File: src/rtl/rice_core_pkg.sv
// rice_core_pkg: shared types and constants for the rice core pipeline.
// Latency: n/a (types only).
// Backpressure: n/a (types only).
// Contents: ALU command/source enums, ALU operation struct, RV32I opcodes.
package rice_core_pkg;

  localparam logic [6:0] RICE_CORE_OPCODE_LUI    = 7'b0110111;
  localparam logic [6:0] RICE_CORE_OPCODE_AUIPC  = 7'b0010111;
  localparam logic [6:0] RICE_CORE_OPCODE_OP_IMM = 7'b0010011;
  localparam logic [6:0] RICE_CORE_OPCODE_OP     = 7'b0110011;

  // ADD and NONE encode as zero so a cleared register reads {ADD, NONE, NONE}.
  typedef enum logic [2:0] {
    ALU_ADD = 3'd0,
    ALU_SUB = 3'd1,
    ALU_AND = 3'd2,
    ALU_OR  = 3'd3,
    ALU_XOR = 3'd4
  } rice_core_alu_command;

  typedef enum logic [1:0] {
    SRC_NONE = 2'd0,
    SRC_RS   = 2'd1,
    SRC_PC   = 2'd2,
    SRC_IMM  = 2'd3
  } rice_core_alu_source;

  typedef struct packed {
    rice_core_alu_command command;
    rice_core_alu_source  source_1;
    rice_core_alu_source  source_2;
  } rice_core_alu_operation;

  localparam rice_core_alu_operation RICE_CORE_ALU_NOP = '{ALU_ADD, SRC_NONE, SRC_NONE};

endpackage

File: src/rtl/rice_core_decoder.sv
// rice_core_decoder: combinational RV32I decode of the ALU subset (LUI/AUIPC/OP-IMM/OP).
// Latency: 0 cycles (pure combinational).
// Backpressure: none; output follows i_inst.
// Ports: i_inst in; o_imm, o_alu_operation, o_illegal, o_rd_write out.
module rice_core_decoder
  import rice_core_pkg::*;
(
  input  logic [31:0]            i_inst,
  output logic [31:0]            o_imm,
  output rice_core_alu_operation o_alu_operation,
  output logic                   o_illegal,
  output logic                   o_rd_write
);

  logic [6:0] opcode;
  logic [2:0] funct3;
  logic [6:0] funct7;
  logic [4:0] rd;
  logic [31:0] imm_u;
  logic [31:0] imm_i;

  assign opcode = i_inst[6:0];
  assign funct3 = i_inst[14:12];
  assign funct7 = i_inst[31:25];
  assign rd     = i_inst[11:7];
  assign imm_u  = {i_inst[31:12], 12'b0};
  assign imm_i  = {{20{i_inst[31]}}, i_inst[31:20]};

  // Every supported opcode ends in 2'b11, so a full 7-bit compare also
  // rejects compressed encodings (inst[1:0] != 11).
  always_comb begin
    o_imm           = '0;
    o_alu_operation = RICE_CORE_ALU_NOP;
    o_illegal       = 1'b1;
    case (opcode)
      RICE_CORE_OPCODE_LUI: begin
        o_imm           = imm_u;
        o_alu_operation = '{ALU_ADD, SRC_NONE, SRC_IMM};
        o_illegal       = 1'b0;
      end
      RICE_CORE_OPCODE_AUIPC: begin
        o_imm           = imm_u;
        o_alu_operation = '{ALU_ADD, SRC_PC, SRC_IMM};
        o_illegal       = 1'b0;
      end
      RICE_CORE_OPCODE_OP_IMM: begin
        o_illegal = 1'b0;
        case (funct3)
          3'b000:  o_alu_operation = '{ALU_ADD, SRC_RS, SRC_IMM};
          3'b100:  o_alu_operation = '{ALU_XOR, SRC_RS, SRC_IMM};
          3'b110:  o_alu_operation = '{ALU_OR,  SRC_RS, SRC_IMM};
          3'b111:  o_alu_operation = '{ALU_AND, SRC_RS, SRC_IMM};
          default: o_illegal = 1'b1;
        endcase
        // Illegal encodings must present imm=0 and the NOP operation.
        if (!o_illegal) o_imm = imm_i;
      end
      RICE_CORE_OPCODE_OP: begin
        o_illegal = 1'b0;
        case ({funct7, funct3})
          10'b0000000_000: o_alu_operation = '{ALU_ADD, SRC_RS, SRC_RS};
          10'b0100000_000: o_alu_operation = '{ALU_SUB, SRC_RS, SRC_RS};
          10'b0000000_100: o_alu_operation = '{ALU_XOR, SRC_RS, SRC_RS};
          10'b0000000_110: o_alu_operation = '{ALU_OR,  SRC_RS, SRC_RS};
          10'b0000000_111: o_alu_operation = '{ALU_AND, SRC_RS, SRC_RS};
          default:         o_illegal = 1'b1;
        endcase
      end
      default: begin
        o_illegal = 1'b1;
      end
    endcase
  end

  assign o_rd_write = !o_illegal && (rd != 5'd0);

endmodule

File: src/rtl/rice_core_decode_stage.sv
// rice_core_decode_stage: decode stage, one registered output slot between fetch and execute.
// Latency: 1 cycle from accepted instruction to o_valid; 1 instruction/cycle sustained.
// Backpressure: o_ready = !o_valid || i_ready; a held slot stays stable; i_flush drops held and incoming.
// Ports: i_clk/i_rst; fetch side i_valid/o_ready/i_pc/i_inst; execute side o_valid/i_ready and
//        decoded payload o_pc/o_rd/o_rs1/o_rs2/o_imm/o_alu_operation/o_rd_write/o_illegal.
module rice_core_decode_stage
  import rice_core_pkg::*;
#(
  parameter int XLEN = 32  // only 32 is meaningful (RV32I immediates)
) (
  input  logic                   i_clk,
  input  logic                   i_rst,
  input  logic                   i_flush,
  input  logic                   i_valid,
  output logic                   o_ready,
  input  logic [XLEN-1:0]        i_pc,
  input  logic [31:0]            i_inst,
  output logic                   o_valid,
  input  logic                   i_ready,
  output logic [XLEN-1:0]        o_pc,
  output logic [4:0]             o_rd,
  output logic [4:0]             o_rs1,
  output logic [4:0]             o_rs2,
  output logic [XLEN-1:0]        o_imm,
  output rice_core_alu_operation o_alu_operation,
  output logic                   o_rd_write,
  output logic                   o_illegal
);

  logic [31:0]            dec_imm;
  rice_core_alu_operation dec_alu_operation;
  logic                   dec_illegal;
  logic                   dec_rd_write;
  logic                   load;

  rice_core_decoder u_decoder (
    .i_inst          (i_inst),
    .o_imm           (dec_imm),
    .o_alu_operation (dec_alu_operation),
    .o_illegal       (dec_illegal),
    .o_rd_write      (dec_rd_write)
  );

  assign o_ready = !o_valid || i_ready;
  assign load    = i_valid && o_ready && !i_flush;

  always_ff @(posedge i_clk or posedge i_rst) begin
    if (i_rst) begin
      o_valid         <= 1'b0;
      o_pc            <= '0;
      o_rd            <= '0;
      o_rs1           <= '0;
      o_rs2           <= '0;
      o_imm           <= '0;
      o_alu_operation <= RICE_CORE_ALU_NOP;
      o_rd_write      <= 1'b0;
      o_illegal       <= 1'b0;
    end else begin
      // Flush wins over both load and retire; payload is left stale.
      if (i_flush)      o_valid <= 1'b0;
      else if (load)    o_valid <= 1'b1;
      else if (i_ready) o_valid <= 1'b0;

      if (load) begin
        o_pc            <= i_pc;
        o_rd            <= i_inst[11:7];
        o_rs1           <= i_inst[19:15];
        o_rs2           <= i_inst[24:20];
        o_imm           <= XLEN'(dec_imm);
        o_alu_operation <= dec_alu_operation;
        o_rd_write      <= dec_rd_write;
        o_illegal       <= dec_illegal;
      end
    end
  end

endmodule

File: config.mk
export PLATFORM = sky130hd
export DESIGN_NAME = rice_core_decode_stage
export DESIGN_NICKNAME = d
export VERILOG_FILES = /design/src/rtl/rice_core_pkg.sv /design/src/rtl/rice_core_decoder.sv /design/src/rtl/rice_core_decode_stage.sv
export SDC_FILE = /design/constraint.sdc
export NUM_CORES = 1
export LEC_CHECK = 0
export ABC_CLOCK_PERIOD_IN_PS = 4100
export CAP_MARGIN = 15
export CORE_MARGIN = 1
export CORE_UTILIZATION = 42
export DETAILED_ROUTE_END_ITERATION = 7
export PLACE_DENSITY = 0.81
export SLEW_MARGIN = 20
export SYNTH_ARGS = -nofsm -noshare
export SYNTH_HDL_FRONTEND = slang
export SYNTH_SLANG_ARGS = --single-unit
File: constraint.sdc
create_clock -name i_clk -period 4.1 [get_ports i_clk]
set_input_delay 0.82 -clock i_clk [delete_from_list [all_inputs] [get_ports i_clk]]
set_output_delay 0.82 -clock i_clk [all_outputs]
set_load 0.02 [all_outputs]
After elaboration in Yosys (flattened, before gate mapping). Cells that the tools add are included.

Reductions and logical operators: 14. Muxes and demuxes: 12. Eq/ne operators: 11.

Operators by type and width (number): 32-bit case mux with 2 select lines (1); 7-bit case mux with 4 select lines (2); 7-bit case mux with 5 select lines (1); 32-bit 2-to-1 mux (1); 10-bit by 3-bit equality test with 1-bit output (second input constant) (3); 7-bit by 5-bit equality test with 1-bit output (second input constant) (2); 7-bit by 6-bit equality test with 1-bit output (second input constant) (2); 10-bit by 9-bit equality test with 1-bit output (second input constant) (1); 10-bit zero test (1); 3-bit equality test (second input constant) (3); 1-bit 2-to-1 mux (6); 5-bit nonzero test (1); 5-bit OR reduction (1); 4-bit OR reduction (1); 1-bit logical AND (3); 1-bit zero test (3); 3-bit zero test (1); 1-bit case mux with 3 select lines (1); 3-bit nonzero test (1); 2-bit OR reduction (1); 1-bit logical OR (1).

Bits of input ports: 69. Output and inout port bits: 90. Register bits after elaboration: 89.

Depth between registers and ports, before layout. Gate-level depths: netlist of run 1.

Depth after elaboration: 7. Mapped depth: 7. Mapped depth without buffers: 5.

Hierarchy. From an unflattened synthesis of run 1, not the netlist that was laid out.

Cells, all modules: 260. Area, all modules: 3811.2 sq um.

By module, submodules not included: rice_core_decode_stage (area an instance 3320.7 sq um, seq. area each 2227.1 sq um, instances 1, cells each 192); rice_core_decoder (area an instance 490.5 sq um, seq. area each 0.0 sq um, instances 1, cells each 68).

Least setup slack after synthesis of run 1. No wires, ideal clock.

Kind: input-to-reg. Start: in i_ready. End: reg o_alu_operation[4] (netlist bit). Slack: 2.095 ns. Setup time: 0.086 ns. Data required time: 4.014 ns. Arrival time: 1.919 ns. Cell stages on the path: 7. Path through: nor2b_1 > inv_1 > nand3b_1 > buf_2 > buf_1 > nand2_1 > a32oi_1.

Word-level cells in the longest chain between the ends: 3.

Ends and longest elaborated chain: start, declared (RTL line rice_core_decode_stage.sv:19) `input logic i_ready,`; 1-bit logical OR (RTL line rice_core_decode_stage.sv:44) `assign o_ready = !o_valid || i_ready;`; via o_ready (RTL line rice_core_decode_stage.sv:15) `output logic o_ready,`; 1-bit logical AND (2 in a row) (RTL line rice_core_decode_stage.sv:45) `assign load = i_valid && o_ready && !i_flush;`; end signal, assigned (RTL line rice_core_decode_stage.sv:70) `o_alu_operation <= dec_alu_operation;`; end, declared (RTL line rice_core_decode_stage.sv:25) `output rice_core_alu_operation o_alu_operation,`.

The timed path passes the listed nets, and every way through them passes these cells. A chain may end at the register's enable or synchronous reset.

Final worst setup path of run 1.
Start: in i_ready. End: out o_ready.

Word-level cells in the longest chain between the ends: 1.

Ends and longest elaborated chain (RTL line): 1-bit logical OR (rice_core_decode_stage.sv:44); end, declared (rice_core_decode_stage.sv:15).

Every way passes these cells.

==> results.py, run 1 <==
metrics = {
    "yosys": {
        "synth_cells": 383,
        "synth_top_area_cell": "dfrtp_1",
        "synthMuxAreaShare_pct": 0,
        "synthTopCellsByArea": "dfrtp_1 63%, nand2_1 20%, nand3_1 2.7%",
        "yosysSeqAreaShare_pct": 62.57,
        "yosys.area_share.simple_pct": 26.57,
        "syn_avg_cell_area_um2": 9.294,
        "synth-xor-area-share_pct": 0,
        "synth_compound_area_share_pct": 7.592,
        "synth_top_area_share_pct": 62.57,
        "syn-num-nets": 452,
        "ys_warn_count": 0,
        "ys_seq_elements": 89,
        "synth_area_um2": 3560,
        "synthAdderAreaFrac_pct": 0,
        "synth_top_family_by_area": "simple AND/OR/NAND/NOR gates",
        "ys_types": 32,
    },
    "grt": {
        "grt_use_total_pct": 21.77,
        "antenna_found_initial": 0,
        "use_met3_pct": 5.421,
        "grt_pass1_vias": 3011,
        "grt-busiest-layer": "met2",
        "use_met2_pct": 34.18,
        "grt_remaining_overflow": 0,
        "grt_pass1_wl_um": 14740,
        "use_met1_pct": 29.06,
        "grt_max_degree": 92,
    },
    "route": {
        "drt_iter0_drc": 209,
        "post-route-drc-count": 0,
        "routed_via_density": 4.929,
        "wl_um": 9283,
        "wire_per_inst_um": 14.41,
        "ant_nets": 0,
        "dr.pass1.iters": 4,
        "vias": 3174,
    },
    "floorplanning": {
        "boundaryPins": 159,
        "dieArea_um2": 8847,
        "initial_core_util_pct": 43.32,
        "die_h_um": 94.06,
        "chipWidth_um": 94.06,
        "core_um2": 8217,
        "fp-row-count": 33,
    },
    "outcome": {
        "status": "finished, final reports clean",
    },
    "critical_path": {
        "cp_max_fo": 3,
        "arrival_ns": 2.16,
        "start_kind": "primary input",
        "critPathKind": "in -> out",
        "crit_required_ns": 3.28,
        "crit_path_end_kind": "output port",
    },
    "power_and_ir_drop": {
        "peakVddDrop_mv": 0.1827,
        "p_leak_nw": 2.500,
        "pwr_density_cell_nw_per_um2": 376.8,
    },
    "timing": {
        "fin_crit_sh_pct": 72.60,
        "worst_pin_slew_ns": 0.9088,
        "drv_slew": 0,
        "period_needed_ns": 2.977,
        "max_freq_mhz": 335.9,
        "fin_skew_ns": 0.01058,
        "relSlewSlack_pct": 39.24,
        "finalSetupViolCount": 0,
        "finalSetupTns_ns": 0,
        "rsz0062_at_grt": "false",
        "hold_viol_final": 0,
    },
    "clocking": {
        "cts_root_buf": "clkbuf_8",
        "ctsResizeCount": 0,
        "cts_sinks": 89,
        "clk_path_buf_depth": 2,
        "clk_latency_ns": 0.35,
        "h-tree-depth": 3,
        "cts_hold_buf": 0,
        "cts_tree": "built",
        "clkTransAtPathRegs_ns": 0.08,
        "cts_setup_buffers": 0,
        "cts_buffers": 9,
    },
    "layout": {
        "fill_cells": 662,
        "area_delta_synth_final_pct": 52.30,
        "drive_gt1_share_pct": 5.009,
        "final_nets": 603,
        "multi_input_area_um2": 1222,
        "antennaDiodeCount": 0,
        "fin_area_um2": 5421,
        "seqCellArea_um2": 2227,
    },
    "placed_design": {
        "dpl.hpwl_um": 6547,
        "placedInstanceArea_um2": 5218,
        "port_buffers": 158,
        "gp_congestion": 0.7828,
    },
    "run": {
        "maxCapViolations": 0,
    },
    "min_path": {
        "hp-class": "reg -> reg",
    },
}
-- stage by stage --
step / utilization (%) / std cells / worst slack [ns] / hold slack, ns / power [W]
final: 65.98 / 644 / 1.123 / 0.4801 / 0.002043
after floorplan: - / 383 / 0.9731 / 0.5774 / 0.001198
after global routing: 65.98 / 644 / 1.064 / 0.5107 / 0.002139
after global placement: 63.50 / 628 / 1.160 / 0.4566 / 0.001441
after detailed placement: 63.50 / 628 / 1.084 / 0.4614 / 0.001451
after CTS: 65.98 / 644 / 1.112 / 0.4844 / 0.002061
-- cell usage after synthesis --
cell type	number
a211o_1	1
a21oi_1	2
a32oi_1	1
and2_1	1
and3_1	1
and3b_2	1
and4bb_2	1
buf_1	9
buf_2	4
buf_6	1
clkbuf_1	7
clkbuf_8	1
dfrtp_1	89
inv_1	3
nand2_1	194
nand3_1	19
nand3b_1	2
nand4_1	2
nor2_1	3
nor2b_1	1
nor3_1	1
nor3b_2	1
o211ai_1	11
o21ai_0	19
o22a_1	1
o311ai_0	1
o31ai_1	1
o31ai_2	1
o41ai_4	1
or2_2	1
or4_1	1
or4_4	1
-- registers in the layout, indices dropped and copies added (netlist names) --
signal and flops:
o_illegal 1, o_rd_write 1, o_valid 1, o_rd 5, o_alu_operation 7, o_rs1 5, o_pc 32, o_rs2 5
o_imm 32
-- worst paths after layout --
check	start	end	slack [ns]	cells after the start
max	i_ready	o_ready	1.12	4
min	o_rs1[2]	o_rs1[2]	0.48	2
max reg2reg	o_valid	o_imm[17]	2.10	4
min reg2reg	o_rs1[2]	o_rs1[2]	0.48	2
max in group asynchronous	i_rst	o_imm[19]	2.34	3
min in group asynchronous	i_rst	o_pc[5]	0.87	2
-- power by group --
| group | internal [W] | switching, W |
|---|---|---|
| logic | 0.000216 | 0.000228 |
| clock network | 0.000302 | 0.000309 |
| registers | 0.000948 | 0.0000390 |
-- cell families after synthesis --
logic type / Yosys count
simple gates: 230
flops: 89
compound gates: 39
buf+inv: 25
-- worst max-delay path: stages --
cell,delay (ns)
clkdlybuf4s50_1,0.40
nor2b_1,0.27
inv_1,0.11
clkdlybuf4s50_1,0.56
-- routing by layer --
metal  wire length (µm)  share of wire [%]
met5                  0                  0
met2               4496                 48
met3                632                6.8
met1               3982                 43
met4                172                1.9
-- cells in the final DEF, fill, tap and decap left out, types with 2 or more instances in the layout --
cell             netlist  routed
clkinvlp_4             0       2
o21ai_0               19      19
nand4_1                2       2
inv_1                  3       2
nand2_1              194     194
buf_4                  0       3
dfrtp_1               89      89
nor2_1                 3       3
nand3b_1               2       2
clkbuf_8               1      10
o211ai_1              11      11
a21oi_1                2       2
clkdlybuf4s50_1        0     158
nand3_1               19      19
-- final cells by class --
type	instances	share of cell area [%]
Multi-Input combinational cell	269	22.55
Clock inverter	5	1.154
Tap cell	105	2.423
Timing Repair Buffer	162	29.96
Inverter	3	0.2308
Clock buffer	11	2.608
Sequential cell	89	41.08
Note: power is estimated with default switching activity, not from simulation.
==> run 2, diff against run 1 <==
--- a/config.mk
+++ b/config.mk
@@ -5,12 +5,12 @@
 export SDC_FILE = /design/constraint.sdc
 export NUM_CORES = 1
 export LEC_CHECK = 0
-export ABC_CLOCK_PERIOD_IN_PS = 4100
+export ABC_CLOCK_PERIOD_IN_PS = 2500
 export CAP_MARGIN = 15
 export CORE_MARGIN = 1
-export CORE_UTILIZATION = 42
+export CORE_UTILIZATION = 38
 export DETAILED_ROUTE_END_ITERATION = 7
-export PLACE_DENSITY = 0.81
+export PLACE_DENSITY = 0.77
 export SLEW_MARGIN = 20
 export SYNTH_ARGS = -nofsm -noshare
 export SYNTH_HDL_FRONTEND = slang
==> constraint.sdc (replaced) <==
create_clock -name i_clk -period 2.5 [get_ports i_clk]
set_input_delay 0.5 -clock i_clk [delete_from_list [all_inputs] [get_ports i_clk]]
set_output_delay 0.5 -clock i_clk [all_outputs]
set_load 0.02 [all_outputs]
==> run 2 against run 1 <==
- clock power rose by 62%
- global-route usage fell by 1.9 points
- largest power group unchanged
- via count fell by 0.38%
- combinational power rose by 65%
- setup slack got worse by 0.93 ns
- worst hold slack got worse by 0.0069 ns
==> results.py, run 2 (synthesis gave the netlist of run 1 again) <==
metrics = {
    "critical_path": {
        "crit_required_ns": 2.00,
        "start_kind": "primary input",
        "crit_path_end_kind": "output port",
        "arrival_ns": 1.81,
        "cp_max_fo": 3,
        "critPathKind": "in -> out",
    },
    "timing": {
        "finalSetupTns_ns": 0,
        "worst_pin_slew_ns": 0.4099,
        "fin_skew_ns": 0.01004,
        "fin_crit_sh_pct": 92.45,
        "period_needed_ns": 2.311,
        "relSlewSlack_pct": 72.61,
        "hold_viol_final": 0,
        "setup_slack_ns": 0.1887,
        "rsz0062_at_grt": "false",
        "finalSetupViolCount": 0,
        "drv_slew": 0,
        "max_freq_mhz": 432.7,
    },
    "route": {
        "routed_via_density": 4.850,
        "wire_per_inst_um": 14.44,
        "ant_nets": 0,
        "vias": 3162,
        "dr.pass1.iters": 4,
        "post-route-drc-count": 0,
        "wl_um": 9415,
        "drt_iter0_drc": 134,
    },
    "grt": {
        "grt_remaining_overflow": 0,
        "grt_pass1_vias": 3048,
        "antenna_found_initial": 0,
        "grt_max_degree": 92,
        "grt_pass1_wl_um": 15090,
        "grt_use_total_pct": 19.86,
    },
    "layout": {
        "biggestRegsByFlops": "o_imm x32, o_pc x32, o_alu_operation x7",
        "layout_commonest_cell": "nand2_1",
        "area_delta_synth_final_pct": 54.20,
        "antennaDiodeCount": 0,
        "final_nets": 608,
        "drive_gt1_share_pct": 6.066,
        "fill_cells": 756,
        "final_cell_mix": "194 x nand2_1, 158 x clkdlybuf4s50_1, 89 x dfrtp_1, 19 x o21ai_0, 19 x nand3_1",
    },
    "min_path": {
        "hp-class": "in -> async",
    },
    "clocking": {
        "cts_root_buf": "clkbuf_8",
        "cts_hold_buf": 0,
        "clkTransAtPathRegs_ns": 0.09,
        "ctsResizeCount": 0,
        "cts_tree": "built",
        "h-tree-depth": 3,
        "cts_sinks": 89,
        "clk_latency_ns": 0.35,
        "clk_path_buf_depth": 2,
        "cts_setup_buffers": 0,
        "cts_buffers": 9,
    },
    "placed_design": {
        "pre_cts_slack_ns": 0.1951,
        "port_buffers": 158,
        "gp_congestion": 0.7745,
        "dpl.hpwl_um": 6889,
    },
    "floorplanning": {
        "dieArea_um2": 9758,
        "core_um2": 8891,
        "boundaryPins": 159,
        "die_h_um": 98.79,
        "initial_core_util_pct": 40.04,
        "fp-row-count": 34,
        "chipWidth_um": 98.79,
    },
    "power_and_ir_drop": {
        "peakVddDrop_mv": 0.4165,
        "pwr_density_cell_nw_per_um2": 609.2,
        "p_leak_nw": 2.537,
    },
    "outcome": {
        "status": "finished, final reports clean",
    },
    "run": {
        "maxCapViolations": 0,
    },
}
run 2: metrics by stage:
stage	hold WS, ns	util (%)	cells	total power (W)	cell area, µm²
2_1_floorplan	0.5664	-	383	0.001965	3563
3_3_place_gp	0.4576	59.46	636	0.002377	5286
3_5_place_dp	0.4615	59.46	636	0.002390	5286
4_1_cts	0.4698	61.74	652	0.003387	5489
5_1_grt	0.4935	61.74	652	0.003509	5489
6_report	0.4732	61.74	652	0.003344	5489
run 2: area by class of cell:
class | instances | area (µm²) | share of cell area (%)
Tap cell | 108 | 135.1 | 2.462
Inverter | 3 | 15.01 | 0.2735
Sequential cell | 89 | 2227 | 40.57
Clock inverter | 7 | 78.83 | 1.436
Multi-Input combinational cell | 269 | 1222 | 22.27
Timing Repair Buffer | 167 | 1687 | 30.73
Clock buffer | 9 | 123.9 | 2.257
run 2: per-layer routing:
metal / part of all wire (%) / track usage (%) / vias to the layer above
met5: 0 / 0 / -
met4: 1.8 / 7.922 / 0
met3: 8.0 / 6.312 / 16
met2: 47 / 31.36 / 112
met1: 43 / 25.47 / 1488
li1: - / - / 1546
run 2: power by group:
group	switching [W]	leakage, nW	internal (W)
combinational	0.000374	1.27	0.000362
clock	0.000516	0.104	0.000473
sequential	0.0000640	1.16	0.00156
run 2: final timing paths:
check | startpoint | cells past startpoint | end | slack [ns]
worst min-delay path | i_rst | 2 | o_imm[18] | 0.47
min in group i_clk | o_pc[6] | 2 | o_pc[6] | 0.48
worst min register to register | o_pc[6] | 2 | o_pc[6] | 0.48
worst max register to register | o_valid | 6 | o_imm[14] | 0.90
worst max-delay path | i_ready | 4 | o_ready | 0.19
max in group asynchronous | i_rst | 3 | o_alu_operation[4] | 1.51
run 2: worst max-delay path, stage by stage:
cell	delay, ns
clkdlybuf4s50_1	0.39
nor2b_1	0.26
inv_1	0.10
clkdlybuf4s50_1	0.55
==> run 3, diff against run 2 <==
--- a/config.mk
+++ b/config.mk
@@ -5,7 +5,7 @@
 export SDC_FILE = /design/constraint.sdc
 export NUM_CORES = 1
 export LEC_CHECK = 0
-export ABC_CLOCK_PERIOD_IN_PS = 2500
+export ABC_CLOCK_PERIOD_IN_PS = 2050
 export CAP_MARGIN = 15
 export CORE_MARGIN = 1
 export CORE_UTILIZATION = 38
==> constraint.sdc (replaced) <==
create_clock -name i_clk -period 2.05 [get_ports i_clk]
set_input_delay 0.41 -clock i_clk [delete_from_list [all_inputs] [get_ports i_clk]]
set_output_delay 0.41 -clock i_clk [all_outputs]
set_load 0.02 [all_outputs]
==> run 3 against run 2 <==
- setup slack better by 0.061 ns
- die area unchanged
- routed wire length rose by 3.6%
- sequential share of layout area shrank 1.1 points
- worst hold slack got worse by 0.085 ns
- critical endpoint is now o_alu_operation[2]
- highest routed layer unchanged
==> results.py, run 3 (synthesis gave the netlist of run 1 again) <==
metrics = {
    "timing": {
        "fin_skew_ns": 0.01476,
        "max_freq_mhz": 555.5,
        "rsz0062_at_grt": "false",
        "finalSetupViolCount": 0,
        "finalSetupTns_ns": 0,
        "drv_slew": 0,
        "period_needed_ns": 1.800,
        "hold_viol_final": 0,
        "relSlewSlack_pct": 74.34,
        "worst_pin_slew_ns": 0.3840,
        "fin_crit_sh_pct": 87.81,
    },
    "critical_path": {
        "crit_family": "buffers and inverters",
        "r2r-start": "o_valid",
        "crit_slowest_cell": "clkdlybuf4s50_1",
        "cp-endpoint": "o_alu_operation[2]",
        "cp_max_fo": 2,
        "start_kind": "flip-flop",
        "arrival_ns": 1.39,
        "crit_required_ns": 1.64,
        "crit_path_end_kind": "output port",
        "cp.depth": 1,
        "critical-path-max-stage-delay_ns": 0.67,
        "worstPathCellList": "clkdlybuf4s50_1",
        "reg2reg_depth": 6,
        "rrSetupSlack_ns": 0.42,
        "critPathBufInv": 1,
        "r2r_end": "o_imm[17]",
        "crit_start": "o_alu_operation[2]",
        "critPathKind": "reg -> out",
    },
    "layout": {
        "area_delta_synth_final_pct": 58.45,
        "fin_area_um2": 5640,
        "drive_gt1_share_pct": 8.423,
        "final_cell_mix": "194 x nand2_1, 157 x clkdlybuf4s50_1, 89 x dfrtp_1, 19 x o21ai_0, 19 x nand3_1",
        "utilization_pct": 63.44,
        "fill_cells": 745,
        "antennaDiodeCount": 0,
        "biggestRegsByFlops": "o_imm x32, o_pc x32, o_alu_operation x7",
        "layout_commonest_cell": "nand2_1",
        "final_nets": 622,
        "final_cells": 666,
    },
    "grt": {
        "grt_use_total_pct": 21.06,
        "grt_remaining_overflow": 0,
        "grt_max_degree": 34,
        "antenna_found_initial": 0,
        "grt_pass1_wl_um": 16130,
        "grt_pass1_vias": 3317,
    },
    "placed_design": {
        "gp_congestion": 0.8735,
        "dpl.hpwl_um": 7292,
        "port_buffers": 158,
        "placedInstanceArea_um2": 5429,
        "dp_cells": 650,
    },
    "clocking": {
        "clkTransAtPathRegs_ns": 0.10,
        "h-tree-depth": 3,
        "cts_buffers": 9,
        "clk_path_buf_depth": 2,
        "cts_sinks": 89,
        "cts_hold_buf": 0,
        "clk_latency_ns": 0.36,
        "cts_tree": "built",
        "cts_root_buf": "clkbuf_8",
    },
    "floorplanning": {
        "core_um2": 8891,
        "chipWidth_um": 98.79,
        "dieArea_um2": 9758,
        "fp-row-count": 34,
        "boundaryPins": 159,
        "initial_core_util_pct": 40.04,
        "die_h_um": 98.79,
    },
    "min_path": {
        "hp-class": "in -> async",
    },
    "power_and_ir_drop": {
        "pwr_density_cell_nw_per_um2": 742.5,
        "p_leak_nw": 2.616,
        "peakVddDrop_mv": 0.4756,
        "power_w": 0.004188,
    },
    "route": {
        "wl_um": 9757,
        "dr.pass1.iters": 4,
        "wire_per_inst_um": 14.65,
        "routed_via_density": 4.836,
        "ant_nets": 0,
        "vias": 3221,
        "post-route-drc-count": 0,
        "drt_iter0_drc": 187,
    },
    "run": {
        "maxCapViolations": 0,
    },
    "outcome": {
        "status": "finished, final reports clean",
    },
}
[run 3: cell types whose count changed in the layout (fill, tap and decap cells not counted)]
cell and delta:
clkinv_4 -3, clkinvlp_4 +2, inv_8 +2, dlymetal6s2s_1 +1, clkdlybuf4s50_1 -1, clkinv_2 -1, buf_12 +3, buf_4 +11
[run 3: power breakdown]
part	leakage [nW]	total (W)	switching, W	internal, W
Combinational	1.35	0.000929	0.000466	0.000463
Clock	0.100	0.00128	0.000692	0.000589
Sequential	1.16	0.00198	0.0000807	0.00190
[run 3: metrics by stage]
stage / worst slack, ns / hold WS (ns)
after floorplan: 0.3767 / 0.4764
after global placement: -0.08972 / 0.4565
after detailed placement: -0.08560 / 0.4624
after CTS: 0.03914 / 0.3803
after global routing: 0.1989 / 0.3953
final: 0.2500 / 0.3883
[run 3: cell type report]
| type | count | area [µm²] | area share (%) |
|---|---|---|---|
| well taps | 108 | 135.1 | 2.396 |
| inverters | 3 | 15.01 | 0.2662 |
| multi-input cells | 269 | 1222 | 21.67 |
| repair buffers | 181 | 1832 | 32.48 |
| clock inverters | 7 | 85.08 | 1.508 |
| clock buffers | 9 | 123.9 | 2.196 |
| flip-flops and latches | 89 | 2227 | 39.49 |
[run 3: worst min path at each step]
stage          startpoint        to  slack (ns)  depth (start not counted)
2_1_floorplan     i_flush   o_valid        0.48                          1
3_3_place_gp     o_rs1[3]  o_rs1[3]        0.46                          2
5_1_grt             i_rst  o_rs1[2]        0.40                          2
3_5_place_dp     o_pc[21]  o_pc[21]        0.46                          2
6_report            i_rst  o_rs1[2]        0.39                          2
4_1_cts             i_rst  o_rs1[2]        0.38                          2
[run 3: per-layer routing]
layer	wire, µm	share of wire, %	GRT usage [%]
met3	794	8.1	6.950
met5	0	0	0
met4	95	0.97	6.085
met1	4235	43	26.92
met2	4631	47	34.27
[run 3: what timing repair did]
item | in CTS | in global routing
setup buffers | 0 | 0
endpoints found under the setup margin | 0 | 1
resized for setup | 0 | 1
